--- src/rtl/s386_pkg.sv ---
// Shared widths and the logged-event record for the s386 output logger.
// Types only; no timing or flow control lives here.
package s386_pkg;
    localparam int CTL_W = 7;
    localparam int TS_W  = 8;

    typedef struct packed {
        logic [TS_W-1:0]  ts;
        logic [CTL_W-1:0] vec;
    } evt_t;
endpackage

--- src/rtl/s386_evt_fifo.sv ---
// First-word-fall-through FIFO with a separate occupancy counter; head visible the cycle after push.
// A push into a full FIFO without a same-cycle pop is dropped and flagged on drop.
module s386_evt_fifo #(
    parameter int DEPTH = 4,
    parameter int W     = 15
) (
    input  logic                       clk,
    input  logic                       rst_n,
    input  logic                       push,
    input  logic                       pop,
    input  logic [W-1:0]               din,
    output logic [W-1:0]               dout,
    output logic                       full,
    output logic                       empty,
    output logic [$clog2(DEPTH+1)-1:0] fill,
    output logic                       drop
);
    localparam int PW = $clog2(DEPTH);
    localparam int FW = $clog2(DEPTH+1);

    logic [W-1:0]  mem_q [DEPTH];
    logic [W-1:0]  mem_d [DEPTH];
    logic [PW-1:0] wr_ptr_q, wr_ptr_d;
    logic [PW-1:0] rd_ptr_q, rd_ptr_d;
    logic [FW-1:0] fill_q, fill_d;
    logic          wr_en, rd_en;

    always_comb begin
        full     = (fill_q == FW'(DEPTH));
        empty    = (fill_q == '0);
        rd_en    = pop & ~empty;
        // A full FIFO still accepts a write when the head leaves in the same cycle.
        wr_en    = push & (~full | rd_en);
        drop     = push & ~wr_en;
        mem_d    = mem_q;
        wr_ptr_d = wr_ptr_q;
        rd_ptr_d = rd_ptr_q;
        fill_d   = fill_q;
        if (wr_en) begin
            mem_d[wr_ptr_q] = din;
            wr_ptr_d        = wr_ptr_q + PW'(1);
        end
        if (rd_en) begin
            rd_ptr_d = rd_ptr_q + PW'(1);
        end
        if (wr_en && !rd_en) begin
            fill_d = fill_q + FW'(1);
        end else if (rd_en && !wr_en) begin
            fill_d = fill_q - FW'(1);
        end
        dout = empty ? '0 : mem_q[rd_ptr_q];
    end

    assign fill = fill_q;

    always_ff @(posedge clk or negedge rst_n) begin
        if (!rst_n) begin
            for (int i = 0; i < DEPTH; i++) begin
                mem_q[i] <= '0;
            end
            wr_ptr_q <= '0;
            rd_ptr_q <= '0;
            fill_q   <= '0;
        end else begin
            for (int i = 0; i < DEPTH; i++) begin
                mem_q[i] <= mem_d[i];
            end
            wr_ptr_q <= wr_ptr_d;
            rd_ptr_q <= rd_ptr_d;
            fill_q   <= fill_d;
        end
    end
endmodule

--- src/rtl/s386_out_logger.sv ---
// Timestamps every change of the s386 output vector and queues it; event visible 1 cycle after the change edge.
// Consumer drains over valid/ready; events arriving while full without a pop are dropped and latch overflow.
module s386_out_logger
    import s386_pkg::*;
#(
    parameter int DEPTH = 4,
    parameter int TS_W  = 8
) (
    input  logic                       blif_clk_net,
    input  logic                       blif_reset_net,
    input  logic [6:0]                 ctl_in,
    input  logic                       log_en,
    output logic                       evt_valid,
    input  logic                       evt_ready,
    output logic [TS_W+6:0]            evt_data,
    output logic [$clog2(DEPTH+1)-1:0] fill,
    output logic                       overflow,
    input  logic                       ovf_clr
);
    logic [CTL_W-1:0] prev_q, prev_d;
    logic [TS_W-1:0]  ts_q, ts_d;
    logic             overflow_q, overflow_d;
    logic             chg, pop;
    logic             fifo_full, fifo_empty, fifo_drop;

    always_comb begin
        chg        = log_en & (ctl_in != prev_q);
        pop        = ~fifo_empty & evt_ready;
        prev_d     = ctl_in;
        ts_d       = ts_q + TS_W'(1);
        overflow_d = overflow_q;
        // A drop in the same cycle as a clear must leave the flag set.
        if (fifo_drop && fifo_full) begin
            overflow_d = 1'b1;
        end else if (ovf_clr) begin
            overflow_d = 1'b0;
        end
    end

    s386_evt_fifo #(
        .DEPTH (DEPTH),
        .W     (TS_W + CTL_W)
    ) u_fifo (
        .clk   (blif_clk_net),
        .rst_n (blif_reset_net),
        .push  (chg),
        .pop   (pop),
        .din   ({ts_q, ctl_in}),
        .dout  (evt_data),
        .full  (fifo_full),
        .empty (fifo_empty),
        .fill  (fill),
        .drop  (fifo_drop)
    );

    assign evt_valid = ~fifo_empty;
    assign overflow  = overflow_q;

    always_ff @(posedge blif_clk_net or negedge blif_reset_net) begin
        if (!blif_reset_net) begin
            prev_q     <= '0;
            ts_q       <= '0;
            overflow_q <= 1'b0;
        end else begin
            prev_q     <= prev_d;
            ts_q       <= ts_d;
            overflow_q <= overflow_d;
        end
    end
endmodule

--- config.mk ---
export PLATFORM = sky130hd
export DESIGN_NAME = s386_out_logger
export DESIGN_NICKNAME = d
export VERILOG_FILES = /design/src/rtl/s386_pkg.sv /design/src/rtl/s386_evt_fifo.sv /design/src/rtl/s386_out_logger.sv
export SDC_FILE = /design/constraint.sdc
export NUM_CORES = 1
export LEC_CHECK = 0
export CORE_MARGIN = 10
export CORE_UTILIZATION = 57
export DETAILED_ROUTE_END_ITERATION = 7
export PLACE_DENSITY = 0.88
export SYNTH_ARGS = -nofsm -noshare
export SYNTH_HDL_FRONTEND = slang
export SYNTH_HIERARCHICAL = 1
export SYNTH_SLANG_ARGS = --single-unit
export TNS_END_PERCENT = 30
--- constraint.sdc ---
create_clock -name blif_clk_net -period 3.55 [get_ports blif_clk_net]
set_clock_uncertainty 0.2 [all_clocks]
set_input_delay 0.71 -clock blif_clk_net [delete_from_list [all_inputs] [get_ports blif_clk_net]]
set_output_delay 0.71 -clock blif_clk_net [all_outputs]
set_load 0.05 [all_outputs]
### After elaboration in Yosys (flattened, before gate mapping)

Cells that the tools add are included.

| operators by class | value |
|---|---|
| muxes and demuxes | 11 |
| eq/ne operators | 2 |
| bitwise gates (word level) | 11 |
| add/sub/neg operators | 5 |
| reductions and logical operators | 9 |
| magnitude comparators | 3 |

Operators by type and width:

| cell | count |
|---|---|
| $bwmux 60 | 1 |
| $mux 15 | 4 |
| $bmux 15 s2 | 1 |
| $demux 15 s2 | 1 |
| $add 8x1->8 const B | 1 |
| $ne 7x7->1 | 1 |
| $ge 3x3->1 const B | 2 |
| $mux 3 | 2 |
| $not 2->3 | 2 |
| $and 1x1->1 | 5 |
| $add 2x1->2 const B | 2 |
| $logic_and 1x1->1 | 4 |
| $reduce_bool 2->1 | 2 |
| $add 3x1->3 const B | 1 |
| $eq 3x3->1 const B | 1 |
| $logic_not 3->1 | 1 |
| $lt 3x1->1 const B | 1 |
| $not 1->1 | 3 |
| $sub 3x1->3 const B | 1 |
| $logic_not 1->1 | 2 |
| $mux 1 | 2 |
| $or 1x1->1 | 1 |

| storage, ports and cells | value |
|---|---|
| logic and storage cells | 51 |
| bits in registers | 83 |
| input bits | 12 |

### Depth between registers and ports, before layout

Gate-level depths: netlist of run 1.

| logic depth | value |
|---|---|
| depth after elaboration | 10 |
| depth in mapped cells | 11 |
| depth with buffers taken out | 10 |

### Cells and area by module

The synthesis of run 1 kept the hierarchy.

By module, submodules not included:

| module | times used | area an instance (µm²) | cells each |
|---|---|---|---|
| s386_evt_fifo | 1 | 3130.5 | 200 |
| s386_out_logger | 1 | 614.3 | 45 |

### Worst setup path after synthesis of run 1

OpenSTA, ideal clock, no wires.

| timing | value |
|---|---|
| path type | register to register |
| start | register u_fifo.fill_q[1] (netlist: u_fifo/fill[1]) |
| end | register u_fifo.fill_q[1] (netlist: u_fifo/fill[1]) |
| period minus slack after synthesis | 3.503 ns |
| setup time | 0.125 ns |
| arrival | 3.178 ns |
| setup slack | 0.047 ns |
| stages on the path, launching flop included | 10 |
| cells stage by stage | dfrtp_1 -> nor3_1 -> buf_2 -> nor2b_1 -> nor4b_4 -> and2b_2 -> ha_1 -> inv_1 -> fa_1 -> mux2_2 |

| on the way | value |
|---|---|
| elaborated cells between the ends (all ways) | 17 |
| those cells by class | add/sub: 2; eq/ne: 1; mux: 2; bitwise: 6; reduce/logical: 6 |

RTL lines:

| element | line | text |
|---|---|---|
| from (decl) | s386_evt_fifo.sv:25 | `logic [FW-1:0] fill_q, fill_d;` |
| from (signal assigned) | s386_evt_fifo.sv:70 | `fill_q <= fill_d;` |
| $logic_not 3->1 | s386_evt_fifo.sv:30 | `empty = (fill_q == '0);` |
| via fifo_empty | s386_out_logger.sv:24 | `logic fifo_full, fifo_empty, fifo_drop;` |
| $not 1->1 | s386_out_logger.sv:28 | `pop = ~fifo_empty & evt_ready;` |
| $and 1x1->1 | s386_out_logger.sv:28 |  |
| via pop | s386_out_logger.sv:23 | `logic chg, pop;` |
| $and 1x1->1 | s386_evt_fifo.sv:31 | `rd_en = pop & ~empty;` |
| $or 1x1->1 | s386_evt_fifo.sv:33 | `wr_en = push & (~full \| rd_en);` |
| $and 1x1->1 | s386_evt_fifo.sv:33 |  |
| via u_fifo.wr_en | s386_evt_fifo.sv:26 | `logic wr_en, rd_en;` |
| $logic_and 1x1->1 | s386_evt_fifo.sv:46 | `if (wr_en && !rd_en) begin` |
| $mux 3 | s386_evt_fifo.sv:46 |  |
| via u_fifo.fill_d[1] | s386_evt_fifo.sv:25 |  |

The timed path passes the listed nets, and every way through them passes these cells. The select of a mux whose other input is x is not followed.
A chain may end at the register's enable or synchronous reset.

### Final worst setup path of run 1

| timing | value |
|---|---|
| start | input ctl_in[2] |
| end | register u_fifo.fill_q[1] (netlist: u_fifo/fill[1]) |

| on the way | value |
|---|---|
| elaborated cells between the ends (all ways) | 8 |
| those cells by class | eq/ne: 1; mux: 1; bitwise: 2; reduce/logical: 4 |

RTL lines:

| element | line | text |
|---|---|---|
| from (decl) | s386_out_logger.sv:11 | `input logic [6:0] ctl_in,` |
| $ne 7x7->1 | s386_out_logger.sv:27 | `chg = log_en & (ctl_in != prev_q);` |
| $and 1x1->1 | s386_out_logger.sv:27 |  |
| via chg | s386_out_logger.sv:23 |  |
| $and 1x1->1 | s386_evt_fifo.sv:33 |  |
| via u_fifo.wr_en | s386_evt_fifo.sv:26 |  |
| $logic_and 1x1->1 | s386_evt_fifo.sv:46 |  |
| $mux 3 | s386_evt_fifo.sv:46 |  |
| via u_fifo.fill_d[1] | s386_evt_fifo.sv:25 |  |

The timed path passes the listed nets, and every way through them passes these cells.

==> run_results.csv, run 1 <==
group,metric,value,unit
global_route,overflow,0,
clock_tree,ctsResizeCount,0,
power_and_ir_drop,leakagePower,1.88,nW
clock_tree,cts_inserted_buffers,9,
placement,gp_congestion,0.746,
detailed_routing,wl,7.53,mm
floorplanning,start_util,59.0,%
clock_tree,root_buffer,"clkbuf_8",
sta,rsz0062_at_grt,"no",
global_route,grt_max_degree,84,
critical_path,end_kind,"flop",
detailed_routing,drc,0,
floorplanning,die_width,101,µm
floorplanning,die_area,10200,µm²
hold_path,min_path_cells,1,
critical_path,r2r_slack,0.71,ns
critical_path,path_cells,"clkdlybuf4s50_1 > xnor2_1 > nand4_1 > o41a_1 > and2b_2 > ha_1 > inv_1 > fa_1 > mux2_2",
sta,hold_violations,0,
critical_path,crit_type,"primary input to flop",
detailed_routing,vias,2103,
logic_synthesis,async_flop_share,100,%
logic_synthesis,syn_area,3740,µm²
logic_synthesis,yosysTopAreaCellShare,55.5,%
logic_synthesis,synth_area_leader_cell,"dfrtp_1",
flow_run,cap_viol_max_count,0,
power_and_ir_drop,peakVddDrop,0.700,mV
global_route,grt_pass1_vias,2338,
sta,max_freq,314,MHz
critical_path,worst_path_largest_cell_delay,0.59,ns
cells_and_area,drive_above_1_share,42.1,%
placement,port_buffers,31,
critical_path,path_max_fanout,6,
logic_synthesis,synth_edf_count,0,
clock_tree,clkSinkCount,83,
clock_tree,postCtsSetupBuffers,0,
logic_synthesis,syn_inst,245,
critical_path,required,3.59,ns
global_route,grt_util_all_layers,15.4,%
cells_and_area,finalNetCount,308,
critical_path,cp.arrival,3.23,ns
logic_synthesis,ys_types,29,
status,status,"complete, no violations",
detailed_routing,wl_per_cell,20.4,µm
critical_path,rr_startpoint,"u_fifo/fill[1]",
sta,fin_ws,0.364,ns
critical_path,ff2ff_path_depth,8,
placement,hpwl,5.01,mm
sta,drv_slew,0,
logic_synthesis,netlist_top_cells_area,"dfrtp_1, mux2_2, mux4_2",
clock_tree,clk_pin_slew,0.08,ns
logic_synthesis,synth_warnings,6,
detailed_routing,via_per_inst,5.70,
global_route,grt_pass1_wl,12.1,mm
detailed_routing,firstDrtPassIters,4,
clock_tree,cts_tree,"built",
cells_and_area,fillers,435,
clock_tree,clk_latency,0.35,ns
floorplanning,pin_count,32,
placement,post-place-ws,0.0116,ns
clock_tree,hold_buffers,0,
critical_path,cp-start-kind,"primary input",
detailed_routing,postRouteAntennaNets,0,
cells_and_area,syn_to_final_growth,16.0,%
power_and_ir_drop,power,4.45,mW
clock_tree,clockBufferDepth,2,
logic_synthesis,syn_nets,264,
logic_synthesis,yosysMostFrequentCell,"dfrtp_1",
floorplanning,rows,29,
sta,tightest_slew,1.01,ns
logic_synthesis,netlist_top_cells_count,"dfrtp_1, mux2_2, nor2b_1",
logic_synthesis,ys_seq_area_share,55.5,%
critical_path,slowest_stage,"clkdlybuf4s50_1",
sta,setup_violations,0,
floorplanning,die_y,101,µm
critical_path,cp-startpoint,"ctl_in[2]",
detailed_routing,drt-initial-drc-count,70,
logic_synthesis,ys_ff_latch,83,
floorplanning,core_area,6350,µm²
sta,layout_min_cycle_time,3.19,ns
global_route,antenna_found_initial,0,
sta,period_share,89.8,%
clock_tree,htree_levels,3,
sta,final.setup.tns,0,ns
sta,max_slew_margin,33.0,%
cells_and_area,diodes,0,
logic_synthesis,ys.flop_type,"dfrtp_1",
logic_synthesis,avgSynthCellArea,15.3,µm²
power_and_ir_drop,pwr_density_cell,1020,nW/µm²
hold_path,min_from,"u_fifo/mem_q[28]",
hold_path,hold_class,"flop to flop",
==> worst paths after layout <==
check                              endpoint
max                          u_fifo/fill[1]
min                        u_fifo/mem_q[28]
max reg2reg                  u_fifo/fill[1]
min reg2reg                u_fifo/mem_q[28]
max in group asynchronous  u_fifo/mem_q[35]
min in group asynchronous  u_fifo/mem_q[47]
==> per-stage QoR <==
step / cell area, µm² / hold slack (ns) / std cells / utilization (%)
after CTS: 4340 / 0.306 / 369 / 68.4
after global placement: 4130 / 0.283 / 355 / 65.0
final: 4340 / 0.304 / 369 / 68.4
after detailed placement: 4130 / 0.290 / 355 / 65.0
after global routing: 4340 / 0.317 / 369 / 68.4
after floorplan: 3740 / 0.214 / 245 / -
==> cell families (layout without fill, tap and decap cells) <==
family          count (synthesis)  count (layout)  synth area share (%)
flops                          83              83                  55.5
mux                            77              77                  27.7
buf+inv                        15              62                  2.57
fa+ha+maj                       7               7                  2.54
compound gates                  2               2                 0.434
xor+xnor                       19              19                  4.44
simple gates                   42              42                  6.88
==> layout make-up <==
cell class                 count  area [µm²]  share of cell area, %
clock inverter                 2        60.1                   1.38
inverter                       6        22.5                  0.519
tap                           77        96.3                   2.22
timing repair buffer          42         355                   8.18
multi-input combinational    147        1580                   36.3
clock buffer                  12         155                   3.57
sequential                    83        2080                   47.8
==> report_power, final <==
part	internal (mW)	switching, mW
logic	0.987	1.22
registers	1.29	0.217
clock network	0.427	0.311
==> metal layers <==
metal	GRT usage [%]	wire, µm
met1	18.0	3100
met2	26.0	3990
met3	3.29	323
met4	7.82	111
met5	0	0
==> placed cells by master (no fill, tap or decap) <==
cell	n
dfrtp_1	83
mux2_2	62
buf_4	26
nor2b_1	16
clkdlybuf4s50_1	16
mux4_2	15
clkbuf_8	11
xor2_1	10
xnor2_1	9
nand2_1	8
nor2_1	7
inv_1	6
ha_1	6
nor3_2	2
bufinv_16	2
nand3_2	1
and3_2	1
nand3_1	1
nand4_1	1
o41a_1	1
o21ai_0	1
clkbuf_1	1
nor3b_1	1
nor4b_4	1
and2b_2	1
and3b_2	1
or2b_1	1
fa_1	1
==> state kept, by name, summed over array words and instances, names as in the netlist <==
signal,flops
u_fifo/mem_q,60
u_fifo/fill,3
u_fifo/rd_ptr_q,2
overflow,1
u_fifo/wr_ptr_q,2
ts_q,8
prev_q,7
==> critical path, delay by kind of cell <==
kind            cells  cell delay [ns]
simple gates        2             0.40
xor+xnor            1             0.15
mux                 1             0.27
buf+inv             2             0.66
compound gates      1             0.39
fa+ha+maj           2             0.64
Power figures use the tool's default switching activity.
==> inputs of run 2 (changes only) <==
--- a/config.mk
+++ b/config.mk
@@ -6,9 +6,9 @@
 export NUM_CORES = 1
 export LEC_CHECK = 0
 export CORE_MARGIN = 10
-export CORE_UTILIZATION = 57
+export CORE_UTILIZATION = 62
 export DETAILED_ROUTE_END_ITERATION = 7
-export PLACE_DENSITY = 0.88
+export PLACE_DENSITY = 0.94
 export SYNTH_ARGS = -nofsm -noshare
 export SYNTH_HDL_FRONTEND = slang
 export SYNTH_HIERARCHICAL = 1
==> constraint.sdc (replaced) <==
create_clock -name blif_clk_net -period 3.75 [get_ports blif_clk_net]
set_clock_uncertainty 0.2 [all_clocks]
set_input_delay 0.75 -clock blif_clk_net [delete_from_list [all_inputs] [get_ports blif_clk_net]]
set_output_delay 0.75 -clock blif_clk_net [all_outputs]
set_load 0.05 [all_outputs]
==> run 2 against run 1 <==
- sequential share of layout area decreased by 0.63 points
- critical path depth down 5
- count of clock-buffer cells in the layout decreased by 1
- sequential power fell by 3%
- via count is 2.9% higher
- first-iteration DRC count rose by 56%
- combinational power shrank 2%
- setup slack got worse by 0.064 ns
- non-clock buffer count stayed put
==> run_results.csv, run 2 (synthesis results as in run 1) <==
group,metric,value,unit
detailed_routing,via_per_inst,5.88,
power_and_ir_drop,seq_power_share,33.2,%
detailed_routing,drt-initial-drc-count,109,
placement,post-place-ws,0.120,ns
cells_and_area,final_common_cell,"dfrtp_1",
detailed_routing,drc,0,
sta,max_slew_margin,31.0,%
critical_path,path_cells,"buf_4 > mux4_2 > nor2b_1 > clkdlybuf4s50_1",
critical_path,worst_path_largest_cell_delay,0.70,ns
floorplanning,core_area,5890,µm²
power_and_ir_drop,pwr_density_cell,997,nW/µm²
critical_path,r2r_slack,0.72,ns
detailed_routing,vias,2165,
clock_tree,clk_pin_slew,0.08,ns
critical_path,required,2.80,ns
placement,port_buffers,31,
clock_tree,hold_buffers,0,
floorplanning,die_y,97.7,µm
global_route,grt_pass1_vias,2431,
global_route,antenna_found_initial,0,
global_route,overflow,0,
hold_path,hold_class,"flop to flop",
cells_and_area,reg_top3,"u_fifo/mem_q: 60 flops, ts_q: 8 flops, prev_q: 7 flops",
power_and_ir_drop,p_comb_share,49.3,%
cells_and_area,design_area,4400,µm²
cells_and_area,drive_above_1_share,37.5,%
cells_and_area,finalNetCount,308,
sta,final.setup.tns,0,ns
critical_path,cp.arrival,2.50,ns
clock_tree,root_buffer,"clkbuf_8",
clock_tree,ctsResizeCount,0,
placement,dp.cells,353,
global_route,grt_max_degree,84,
cells_and_area,register_area,2080,µm²
critical_path,cp-start-kind,"flop",
global_route,grt_util_all_layers,17.5,%
floorplanning,start_util,63.6,%
sta,hold_ws,0.307,ns
clock_tree,htree_levels,3,
placement,placed_area,4160,µm²
clock_tree,postCtsSetupBuffers,0,
detailed_routing,postRouteAntennaNets,0,
cells_and_area,multiInputGateArea,1580,µm²
clock_tree,cts_inserted_buffers,9,
sta,rsz0062_at_grt,"no",
critical_path,crit_type,"flop to primary output",
cells_and_area,diodes,0,
power_and_ir_drop,leakagePower,1.87,nW
sta,tightest_slew,1.03,ns
placement,hpwl,5.03,mm
cells_and_area,regMostFlops,"u_fifo/mem_q",
floorplanning,rows,28,
floorplanning,pin_count,32,
status,status,"complete, no violations",
cells_and_area,final_cell_mix,"dfrtp_1, mux2_2, clkdlybuf4s50_1",
sta,hold_violations,0,
cells_and_area,utilization,74.8,%
detailed_routing,wl,8.04,mm
sta,fin_ws,0.300,ns
detailed_routing,firstDrtPassIters,6,
clock_tree,clockBufferDepth,2,
cells_and_area,syn_to_final_growth,17.5,%
sta,max_freq,290,MHz
power_and_ir_drop,peakVddDrop,0.607,mV
cells_and_area,fillers,341,
power_and_ir_drop,switchingPower,1.72,mW
critical_path,path_max_fanout,9,
placement,gp_congestion,0.725,
floorplanning,die_width,97.7,µm
cells_and_area,instances_no_fill,368,
global_route,grt_pass1_wl,13.3,mm
sta,period_share,92.0,%
cells_and_area,largest_register_ffs,60,
clock_tree,clk_latency,0.35,ns
power_and_ir_drop,netSwitchingFraction,39.2,%
detailed_routing,wl_per_cell,21.8,µm
critical_path,slowest_stage,"clkdlybuf4s50_1",
sta,drv_slew,0,
power_and_ir_drop,p_clk_share,17.5,%
clock_tree,cts_tree,"built",
flow_run,cap_viol_max_count,0,
clock_tree,clkSinkCount,83,
power_and_ir_drop,p_int,2.67,mW
sta,setup_violations,0,
power_and_ir_drop,power,4.39,mW
sta,layout_min_cycle_time,3.45,ns
floorplanning,die_area,9550,µm²
critical_path,end_kind,"primary output",
run 2: changes by cell type in the layout (fill, tap and decap cells not counted), sizes merged:
cell / change
clkdlybuf4s50: +14
clkinv: +1
clkbuf: -1
buf: -14
bufinv: +1
run 2: layout make-up:
class | instances | area share (%)
Clock inverter | 4 | 2.25
Multi-Input combinational cell | 147 | 35.8
Tap cell | 75 | 2.13
Inverter | 6 | 0.512
Sequential cell | 83 | 47.2
Timing Repair Buffer | 42 | 8.87
Clock buffer | 11 | 3.21
run 2: routing by layer:
layer	global-route usage, %	share of wire (%)	vias up
li1	-	-	953
met5	0	0	-
met2	30.0	52	62
met3	4.27	4.0	24
met4	8.05	3.0	0
met1	20.1	41	1126
run 2: power by group through the flow:
stage	clock network, mW	registers (mW)	logic, mW
final	0.766	1.46	2.16
after global routing	0.809	1.49	2.27
after CTS	0.773	1.45	2.18
after detailed placement	0	1.46	2.14
after global placement	0	1.43	2.09
after floorplan	0	1.42	1.54
run 2: worst max-delay path: cells and delay by family (launching register included):
| family | cells | cell delay (ns) |
|---|---|---|
| buf+inv | 2 | 0.99 |
| flops | 1 | 0.63 |
| simple gates | 1 | 0.15 |
| mux | 1 | 0.36 |
run 2: final timing paths:
check,cells after the start,start,to
setup / recovery,4,u_fifo/rd_ptr_q[1],evt_data[7]
hold / removal,1,u_fifo/mem_q[6],u_fifo/mem_q[6]
setup reg to reg,9,u_fifo/fill[1],u_fifo/fill[1]
hold reg to reg,1,u_fifo/mem_q[6],u_fifo/mem_q[6]
max in group asynchronous,1,blif_reset_net,u_fifo/mem_q[11]
min in group asynchronous,1,blif_reset_net,u_fifo/mem_q[2]
==> inputs of run 3 (changes only) <==
--- a/config.mk
+++ b/config.mk
@@ -8,6 +8,7 @@
 export CORE_MARGIN = 10
 export CORE_UTILIZATION = 62
 export DETAILED_ROUTE_END_ITERATION = 7
+export GPL_ROUTABILITY_DRIVEN = 1
 export PLACE_DENSITY = 0.94
 export SYNTH_ARGS = -nofsm -noshare
 export SYNTH_HDL_FRONTEND = slang
==> results of run 3 <==
Same layout as run 2: the final DEF is identical, and so are final timing and power.
